<file path="src/rtl/rrp_otf_convert_if.sv">
// Handshake bundle between the online adder output, the on-the-fly converter and the readback path.
// Widths track RADIX/NDIG so the converter and its neighbours always agree on the digit packing.
interface rrp_otf_convert_if #(
  parameter int RADIX = 4,
  parameter int NDIG  = 16
);
  localparam int K  = $clog2(RADIX);
  localparam int D  = K + 1;
  localparam int OW = K * NDIG + 1;

  logic [NDIG*D-1:0] in_digits;
  logic              in_valid;
  logic              in_ready;
  logic [OW-1:0]     out_value;
  logic              out_err;
  logic              out_valid;
  logic              out_ready;

  modport master (
    output in_digits, in_valid, out_ready,
    input  in_ready, out_value, out_err, out_valid
  );

  modport slave (
    input  in_digits, in_valid, out_ready,
    output in_ready, out_value, out_err, out_valid
  );
endinterface

</file>
<file path="src/rtl/rrp_otf_convert.sv">
// MSD-first on-the-fly converter: redundant signed-digit vector to two's complement,
// one digit per cycle, keeping Q (exact prefix) and QM (Q-1) so no carry chain is needed.
module rrp_otf_convert #(
  parameter int RADIX = 4,
  parameter int NDIG  = 16
) (
  input  logic               clk,
  input  logic               rst_n,
  rrp_otf_convert_if.slave   io_bus
);
  localparam int K  = $clog2(RADIX);
  localparam int D  = K + 1;
  localparam int OW = K * NDIG + 1;
  localparam int CW = (NDIG > 1) ? $clog2(NDIG) : 1;
  localparam logic [D-1:0] ILLEGAL = {1'b1, {K{1'b0}}};

  typedef enum logic [1:0] {IDLE, CONV, DONE} state_t;

  state_t            r_state;
  state_t            w_next;
  logic [NDIG*D-1:0] r_vec;
  logic [CW-1:0]     r_cnt;
  logic [OW-1:0]     r_q;
  logic [OW-1:0]     r_qm;
  logic              r_err;
  logic [OW-1:0]     r_value;
  logic              r_oerr;
  logic              r_ovalid;

  logic [D-1:0]      w_d;
  logic [K-1:0]      w_dm1;
  logic              w_neg;
  logic              w_pos;
  logic              w_errn;
  logic [OW-1:0]     w_qsel;
  logic [OW-1:0]     w_qmsel;
  logic [OW-1:0]     w_qn;
  logic [OW-1:0]     w_qmn;

  // The appended K-bit field is the digit (or digit-1) modulo RADIX, which covers
  // both the d and RADIX+d cases as well as d-1 and RADIX-1+d.
  assign w_d     = r_vec[int'(r_cnt)*D +: D];
  assign w_dm1   = w_d[K-1:0] - K'(1);
  assign w_neg   = w_d[D-1];
  assign w_pos   = !w_neg && (w_d != '0);
  assign w_errn  = r_err || (w_d == ILLEGAL);
  assign w_qsel  = w_neg ? r_qm : r_q;
  assign w_qmsel = w_pos ? r_q : r_qm;
  assign w_qn    = (w_qsel << K) | OW'(w_d[K-1:0]);
  assign w_qmn   = (w_qmsel << K) | OW'(w_dm1);

  assign io_bus.in_ready  = (r_state == IDLE);
  assign io_bus.out_value = r_value;
  assign io_bus.out_err   = r_oerr;
  assign io_bus.out_valid = r_ovalid;

  always_ff @(posedge clk or negedge rst_n) begin
    if (!rst_n) r_state <= IDLE;
    else        r_state <= w_next;
  end

  always_comb begin
    w_next = r_state;
    case (r_state)
      IDLE:    if (io_bus.in_valid)              w_next = CONV;
      CONV:    if (r_cnt == '0)                  w_next = DONE;
      DONE:    if (r_ovalid && io_bus.out_ready) w_next = IDLE;
      default:                                   w_next = IDLE;
    endcase
  end

  always_ff @(posedge clk or negedge rst_n) begin
    if (!rst_n) begin
      r_vec    <= '0;
      r_cnt    <= '0;
      r_q      <= '0;
      r_qm     <= '1;
      r_err    <= 1'b0;
      r_value  <= '0;
      r_oerr   <= 1'b0;
      r_ovalid <= 1'b0;
    end else begin
      case (r_state)
        IDLE: begin
          if (io_bus.in_valid) begin
            r_vec <= io_bus.in_digits;
            r_cnt <= CW'(NDIG - 1);
            r_q   <= '0;
            r_qm  <= '1;
            r_err <= 1'b0;
          end
        end
        CONV: begin
          r_q   <= w_qn;
          r_qm  <= w_qmn;
          r_err <= w_errn;
          r_cnt <= r_cnt - CW'(1);
          if (r_cnt == '0) begin
            r_value  <= w_qn;
            r_oerr   <= w_errn;
            r_ovalid <= 1'b1;
          end
        end
        DONE: begin
          if (io_bus.out_ready) r_ovalid <= 1'b0;
        end
        default: ;
      endcase
    end
  end
endmodule

</file>
<file path="src/flat_wrapper.sv">
// flat-port wrapper written by rule: the top's interface ports become plain ports
module rrp_otf_convert_flat 
#(
  parameter int RADIX = 4,
  parameter int NDIG  = 16
)
  (clk, rst_n, io_bus_in_digits, io_bus_in_valid, io_bus_out_ready, io_bus_in_ready, io_bus_out_value, io_bus_out_err, io_bus_out_valid);
  rrp_otf_convert_if #(.RADIX(RADIX), .NDIG(NDIG)) io_bus_i ();
  input  logic clk;
  input  logic rst_n;
  input wire logic [$bits(io_bus_i.in_digits)-1:0] io_bus_in_digits;
  input wire logic [$bits(io_bus_i.in_valid)-1:0] io_bus_in_valid;
  input wire logic [$bits(io_bus_i.out_ready)-1:0] io_bus_out_ready;
  output wire logic [$bits(io_bus_i.in_ready)-1:0] io_bus_in_ready;
  output wire logic [$bits(io_bus_i.out_value)-1:0] io_bus_out_value;
  output wire logic [$bits(io_bus_i.out_err)-1:0] io_bus_out_err;
  output wire logic [$bits(io_bus_i.out_valid)-1:0] io_bus_out_valid;
  assign io_bus_i.in_digits = io_bus_in_digits;
  assign io_bus_i.in_valid = io_bus_in_valid;
  assign io_bus_i.out_ready = io_bus_out_ready;
  assign io_bus_in_ready = io_bus_i.in_ready;
  assign io_bus_out_value = io_bus_i.out_value;
  assign io_bus_out_err = io_bus_i.out_err;
  assign io_bus_out_valid = io_bus_i.out_valid;
  rrp_otf_convert #(.RADIX(RADIX), .NDIG(NDIG)) u_core (.clk(clk), .rst_n(rst_n), .io_bus(io_bus_i));
endmodule
</file>
<file path="config.mk">
export PLATFORM = sky130hd
export DESIGN_NAME = rrp_otf_convert_flat
export DESIGN_NICKNAME = d
export VERILOG_FILES = /design/src/rtl/rrp_otf_convert_if.sv /design/src/rtl/rrp_otf_convert.sv /design/src/flat_wrapper.sv
export SDC_FILE = /design/constraint.sdc
export NUM_CORES = 1
export LEC_CHECK = 0
export ABC_AREA = 1
export CORE_UTILIZATION = 25
export DETAILED_ROUTE_END_ITERATION = 10
export GPL_ROUTABILITY_DRIVEN = 0
export HOLD_SLACK_MARGIN = 0.03
export PLACE_DENSITY_LB_ADDON = 0.3
export SKIP_CTS_REPAIR_TIMING = 1
export SLEW_MARGIN = 10
export SYNTH_ARGS = -nofsm -noshare
export SYNTH_HDL_FRONTEND = slang
export SYNTH_SLANG_ARGS = --single-unit
</file>
<file path="constraint.sdc">
create_clock -name clk -period 3.55 [get_ports clk]
set_clock_uncertainty 0.15 [all_clocks]
set_input_delay 0.8875 -clock clk [delete_from_list [all_inputs] [get_ports clk]]
set_output_delay 0.8875 -clock clk [all_outputs]
set_load 0.05 [all_outputs]
</file>
==> results of run 1 <==
[worst max-delay path, cell delays in order, from the launching register on]
cell	delay, ns
dfrtp_1	0.40
nor2_1	0.22
clkdlybuf4s50_1	0.85
[worst max-delay path by stage]
stage	from	to	slack, ns	depth (start not counted)
5_1_grt	u_core.r_cnt[0]$_DFFE_PN0P_	u_core.r_qm[11]$_DFFE_PN1P_	0.47	14
6_report	u_core.r_state[0]$_DFFE_PN0P_	io_bus_in_ready	0.62	2
2_1_floorplan	u_core.r_cnt[0]$_DFFE_PN0P_	u_core.r_qm[24]$_DFFE_PN1P_	0.91	16
3_5_place_dp	u_core.r_cnt[0]$_DFFE_PN0P_	u_core.r_qm[18]$_DFFE_PN1P_	0.77	15
4_1_cts	u_core.r_state[1]$_DFFE_PN0P_	io_bus_in_ready	0.58	2
3_3_place_gp	u_core.r_cnt[0]$_DFFE_PN0P_	u_core.r_qm[18]$_DFFE_PN1P_	0.81	14
[metrics by stage]
| step | area, um2 | std cells | setup slack (ns) | hold WS (ns) |
|---|---|---|---|---|
| 6_report | 8860 | 1341 | 0.620 | 0.311 |
| 5_1_grt | 8860 | 1341 | 0.473 | 0.357 |
| 4_1_cts | 8860 | 1341 | 0.575 | 0.336 |
| 3_5_place_dp | 8270 | 1309 | 0.768 | 0.316 |
| 3_3_place_gp | 8270 | 1309 | 0.809 | 0.319 |
| 2_1_floorplan | 7040 | 885 | 0.912 | 0.294 |
[cell usage after synthesis]
cell type and number:
buf_1 4, nand2_1 353, ha_1 2, a21oi_1 8, inv_2 3, buf_2 18, dfstp_2 31, clkbuf_1 28
nor2_8 1, nor2_4 1, nand4_1 32, nand3_1 44, o211ai_2 1, o22ai_1 1, buf_6 4, a22oi_1 2
nand2_2 3, a21boi_0 1, clkinv_1 1, nor3_1 1, o21ai_1 48, nor2_1 16, a31oi_1 1, dfrtp_1 121
buf_4 2, o211ai_1 4, inv_1 82, o21ai_0 72
[registers in the layout, indices dropped and copies added, names as in the netlist]
register	cells
u_core.r_err	1
u_core.r_cnt	4
u_core.io_bus.out_value	33
u_core.io_bus.out_err	1
u_core.r_state	2
u_core.r_vec	48
u_core.io_bus.out_valid	1
u_core.r_q	31
u_core.r_qm	31
[logic make-up (layout without fill, tap and decap cells)]
logic type / count (synthesis) / after routing / share of synthesized area, %
AND/OR/NAND/NOR: 451 / 451 / 26.4
AO/OA/AOI/OAI: 138 / 138 / 10.2
adder cells (fa/ha/maj): 2 / 2 / 0.355
buffers and inverters: 142 / 220 / 8.43
flip-flops: 152 / 152 / 54.6
[routing by layer]
metal / up-vias / routed length [um]
met2: 117 / 8320
met3: 19 / 617
met1: 2730 / 8700
li1: 2945 / -
met5: - / 0
met4: 0 / 296
[layout by cell type (no fill, tap or decap), types with 4 or more instances in the layout]
| master | Yosys | final |
|---|---|---|
| nand4_1 | 32 | 32 |
| dfstp_2 | 31 | 31 |
| inv_6 | 0 | 5 |
| clkdlybuf4s50_1 | 0 | 86 |
| clkinvlp_4 | 0 | 4 |
| inv_2 | 3 | 4 |
| nand2_1 | 353 | 353 |
| inv_1 | 82 | 81 |
| clkbuf_16 | 0 | 17 |
| o21ai_0 | 72 | 72 |
| a21oi_1 | 8 | 8 |
| nor2_1 | 16 | 15 |
| buf_4 | 2 | 12 |
| dfrtp_1 | 121 | 121 |
| nand3_1 | 44 | 44 |
| o211ai_1 | 4 | 4 |
| o21ai_1 | 48 | 48 |
[cell type report]
type / count / area, um2
clock buffer: 18 / 429
clock inverter: 14 / 163
fill: 2922 / 18800
inverter: 86 / 323
multi-input combinational: 591 / 2610
sequential: 152 / 3840
tap: 378 / 473
timing repair buffer: 102 / 1020
==> impl_metrics.env, run 1 <==
export IMPL_status="completed"
export IMPL_hold_path_class="in2async"
export IMPL_cts_tree="built"
export IMPL_grt_max_degree=73
export IMPL_maxCapViolations=0
export IMPL_cp_required_ns=2.51
export IMPL_drive_gt1_share_pct=9.24
export IMPL_final_util_pct=32.0
export IMPL_worst_path_max_fanout=4
export IMPL_r2r_start="u_core.r_cnt[0]$_DFFE_PN0P_"
export IMPL_totalWireLength_um=17900
export IMPL_synth_area_um2=7040
export IMPL_slew_limit_headroom_pct=35.1
export IMPL_core_area_um2=27700
export IMPL_drt_initial_drc_count=343
export IMPL_finalSetupTns_ns=0
export IMPL_cp_end_kind="primary output"
export IMPL_die_y_um=170
export IMPL_cts_sinks=152
export IMPL_crit_type="reg2out"
export IMPL_syn_inst=885
export IMPL_die_x_um=170
export IMPL_finalMaxSlewViolations=0
export IMPL_synth_cell_types=28
export IMPL_synth_seq_cells=152
export IMPL_finalCritPeriodShare_pct=82.5
export IMPL_via_count=5811
export IMPL_gr_total_overflow=0
export IMPL_area_growth_pct=25.9
export IMPL_worstMarginPinSlew_ns=0.972
export IMPL_htreeDepth=4
export IMPL_use_met1_pct=18.1
export IMPL_synth_fp_nets=939
export IMPL_worstSkewPairLatency_ns=0.43
export IMPL_finalSetupViolCount=0
export IMPL_clockBufferDepth=2
export IMPL_synth_area_top_cells="dfrtp_1 (43%), nand2_1 (19%), dfstp_2 (12%)"
export IMPL_netlist_area_leader_share_pct=43.0
export IMPL_ant_nets=0
export IMPL_grt_pass1_wl_um=30400
export IMPL_max_freq_mhz=341
export IMPL_grt_met3_usage_pct=2.47
export IMPL_io_pins=88
export IMPL_met2_usage_pct=21.6
export IMPL_port_buffers=87
export IMPL_wl_per_cell_um=13.4
export IMPL_die_area_um2=28800
export IMPL_syn_avg_cell_area_um2=7.95
export IMPL_synth_top_area_cell="dfrtp_1"
export IMPL_route_detailed_drc=0
export IMPL_yosys_warnings=0
export IMPL_nets=1004
export IMPL_clk_pin_slew_worst_paths_ns=0.06
export IMPL_reg2reg_setup_slack_ns=0.73
export IMPL_num_rows=61
export IMPL_r2r_end="u_core.r_qm[18]$_DFFE_PN1P_"
export IMPL_grt_pass1_vias=5759
export IMPL_track_usage_pct=13.5
export IMPL_worst_ep_arrival_time_ns=1.89
export IMPL_firstDrtPassIters=4
export IMPL_cts_root_buf="clkbuf_16"
export IMPL_antenna_found_initial=0
export IMPL_start_kind="register"
export IMPL_via_per_inst=4.33
export IMPL_hold_viol=0
export IMPL_rsz0062_at_grt="no"
export IMPL_hpwl_um=11500
export IMPL_initial_core_util_pct=25.4
export IMPL_globalRoute_busiestLayer="met2"
export IMPL_finalCriticalPeriod_ns=2.93
export IMPL_cts_buffers=17
export IMPL_seq_area_frac_synth_pct=54.6
export IMPL_insertedDiodeCount=0
export IMPL_r2r_cells=15
Power of run 1 is left out: the tool's default activity adds up to more than one toggle a clock period on the data nets, which glitch-free logic cannot reach.
==> inputs of run 2 (changes only) <==
==> constraint.sdc (replaced) <==
create_clock -name clk -period 2.4 [get_ports clk]
set_clock_uncertainty 0.15 [all_clocks]
set_input_delay 0.6 -clock clk [delete_from_list [all_inputs] [get_ports clk]]
set_output_delay 0.6 -clock clk [all_outputs]
set_load 0.05 [all_outputs]
==> impl_metrics.env, run 2 (same netlist as run 1, synthesis figures left out) <==
export IMPL_status="completed"
export IMPL_max_stage_delay_ns=0.81
export IMPL_ant_nets=0
export IMPL_hold_viol=0
export IMPL_initial_core_util_pct=25.4
export IMPL_track_usage_pct=13.7
export IMPL_finalCritPeriodShare_pct=98.2
export IMPL_path_depth=1
export IMPL_insertedDiodeCount=0
export IMPL_crit_family="buffers and inverters"
export IMPL_cp_required_ns=1.65
export IMPL_max_freq_mhz=424
export IMPL_crit_type="reg2out"
export IMPL_final_cell_mix="nand2_1 (351), dfrtp_1 (118), inv_1 (79)"
export IMPL_start_kind="register"
export IMPL_cts_tree="built"
export IMPL_core_area_um2=27700
export IMPL_area_growth_pct=31.9
export IMPL_r2r_cells=15
export IMPL_worstMarginPinSlew_ns=0.524
export IMPL_reg2reg_setup_slack_ns=0.16
export IMPL_cts_root_buf="clkbuf_16"
export IMPL_largest_register_ffs=48
export IMPL_r2r_end="u_core.r_qm[19]$_DFFE_PN1P_"
export IMPL_r2r_start="u_core.r_cnt[0]$_DFFE_PN0P_"
export IMPL_num_rows=61
export IMPL_gr_total_overflow=0
export IMPL_worst_path_buf_inv=1
export IMPL_maxCapViolations=0
export IMPL_crit_chain="clkdlybuf4s50_1"
export IMPL_hold_path_class="reg2reg"
export IMPL_route_detailed_drc=0
export IMPL_htreeDepth=4
export IMPL_slew_limit_headroom_pct=65.0
export IMPL_grt_pass1_wl_um=31000
export IMPL_via_per_inst=4.41
export IMPL_dp_slack_ns=0.0384
export IMPL_nets=1035
export IMPL_finalCriticalPeriod_ns=2.36
export IMPL_hpwl_um=12100
export IMPL_port_buffers=87
export IMPL_fill_cells=2958
export IMPL_finalMaxSlewViolations=0
export IMPL_top_register="u_core.r_vec"
export IMPL_die_x_um=170
export IMPL_antenna_found_initial=0
export IMPL_grt_pass1_vias=6148
export IMPL_die_y_um=170
export IMPL_cts_sinks=152
export IMPL_worst_path_max_fanout=2
export IMPL_die_area_um2=28800
export IMPL_io_pins=88
export IMPL_slowest_stage="clkdlybuf4s50_1"
export IMPL_crit_end="io_bus_out_value[32]"
export IMPL_grt_max_degree=56
export IMPL_drt_initial_drc_count=437
export IMPL_worstSkewPairLatency_ns=0.44
export IMPL_cp_end_kind="primary output"
export IMPL_cts_buffers=17
export IMPL_finalSetupViolCount=0
export IMPL_totalWireLength_um=18800
export IMPL_clk_pin_slew_worst_paths_ns=0.07
export IMPL_layout_commonest_cell="nand2_1"
export IMPL_crit_start="u_core.io_bus.out_value[32]$_DFFE_PN0P_"
export IMPL_wl_per_cell_um=13.7
export IMPL_firstDrtPassIters=5
export IMPL_clockBufferDepth=2
export IMPL_worst_ep_arrival_time_ns=1.61
export IMPL_via_count=6056
export IMPL_drive_gt1_share_pct=13.5
export IMPL_worst_slack_ns=0.0439
run 2: cell types whose count changed in the layout (fill, tap and decap cells not counted), sizes merged:
cell / before / now
clkinvlp: 4 / 3
clkbuf: 18 / 20
inv: 91 / 96
dlymetal6s2s: 0 / 6
clkdlybuf4s50: 86 / 78
dlygate4sd3: 0 / 1
buf: 16 / 45
clkinv: 3 / 2
bufinv: 2 / 0
run 2: per-stage QoR:
| stage | util [%] | std cells | TNS (ns) | hold WS (ns) | cell area (um2) |
|---|---|---|---|---|---|
| after floorplan | - | 885 | 0 | 0.154 | 7050 |
| after global placement | 30.5 | 1326 | 0 | 0.314 | 8460 |
| after detailed placement | 30.5 | 1326 | 0 | 0.322 | 8460 |
| after CTS | 32.6 | 1358 | -0.0566 | -0.0512 | 9020 |
| after global routing | 33.5 | 1372 | -0.166 | 0.356 | 9290 |
| final | 33.5 | 1372 | 0 | 0.335 | 9290 |
run 2: area by class of cell:
class,instances,area (um2),share of cell area (%)
Clock buffer,17,425,4.58
Clock inverter,15,143,1.54
Inverter,86,330,3.56
Multi-Input combinational cell,591,2660,28.6
Sequential cell,152,3850,41.4
Tap cell,378,473,5.09
Timing Repair Buffer,133,1410,15.2
run 2: worst min path at each step:
stage,from,end,slack (ns),cells after the start
5_1_grt,u_core.r_q[29]$_DFFE_PN0P_,u_core.r_q[29]$_DFFE_PN0P_,0.36,2
3_5_place_dp,u_core.r_vec[0]$_DFFE_PN0P_,u_core.r_vec[0]$_DFFE_PN0P_,0.32,2
2_1_floorplan,rst_n,u_core.io_bus.out_err$_DFFE_PN0P_,0.15,0
4_1_cts,rst_n,u_core.r_q[13]$_DFFE_PN0P_,-0.05,1
3_3_place_gp,u_core.r_q[29]$_DFFE_PN0P_,u_core.r_q[29]$_DFFE_PN0P_,0.31,2
6_report,u_core.io_bus.out_value[25]$_DFFE_PN0P_,u_core.io_bus.out_value[25]$_DFFE_PN0P_,0.33,2
run 2: metal layers:
| layer | track usage, % | vias to the layer above | routed length (um) |
|---|---|---|---|
| met2 | 22.6 | 128 | 9010 |
| met4 | 5.56 | 0 | 330 |
| met5 | 0 | - | 0 |
| met3 | 2.26 | 20 | 612 |
| li1 | - | 3011 | - |
| met1 | 17.7 | 2897 | 8840 |
Power of run 2 is left out for the same reason.
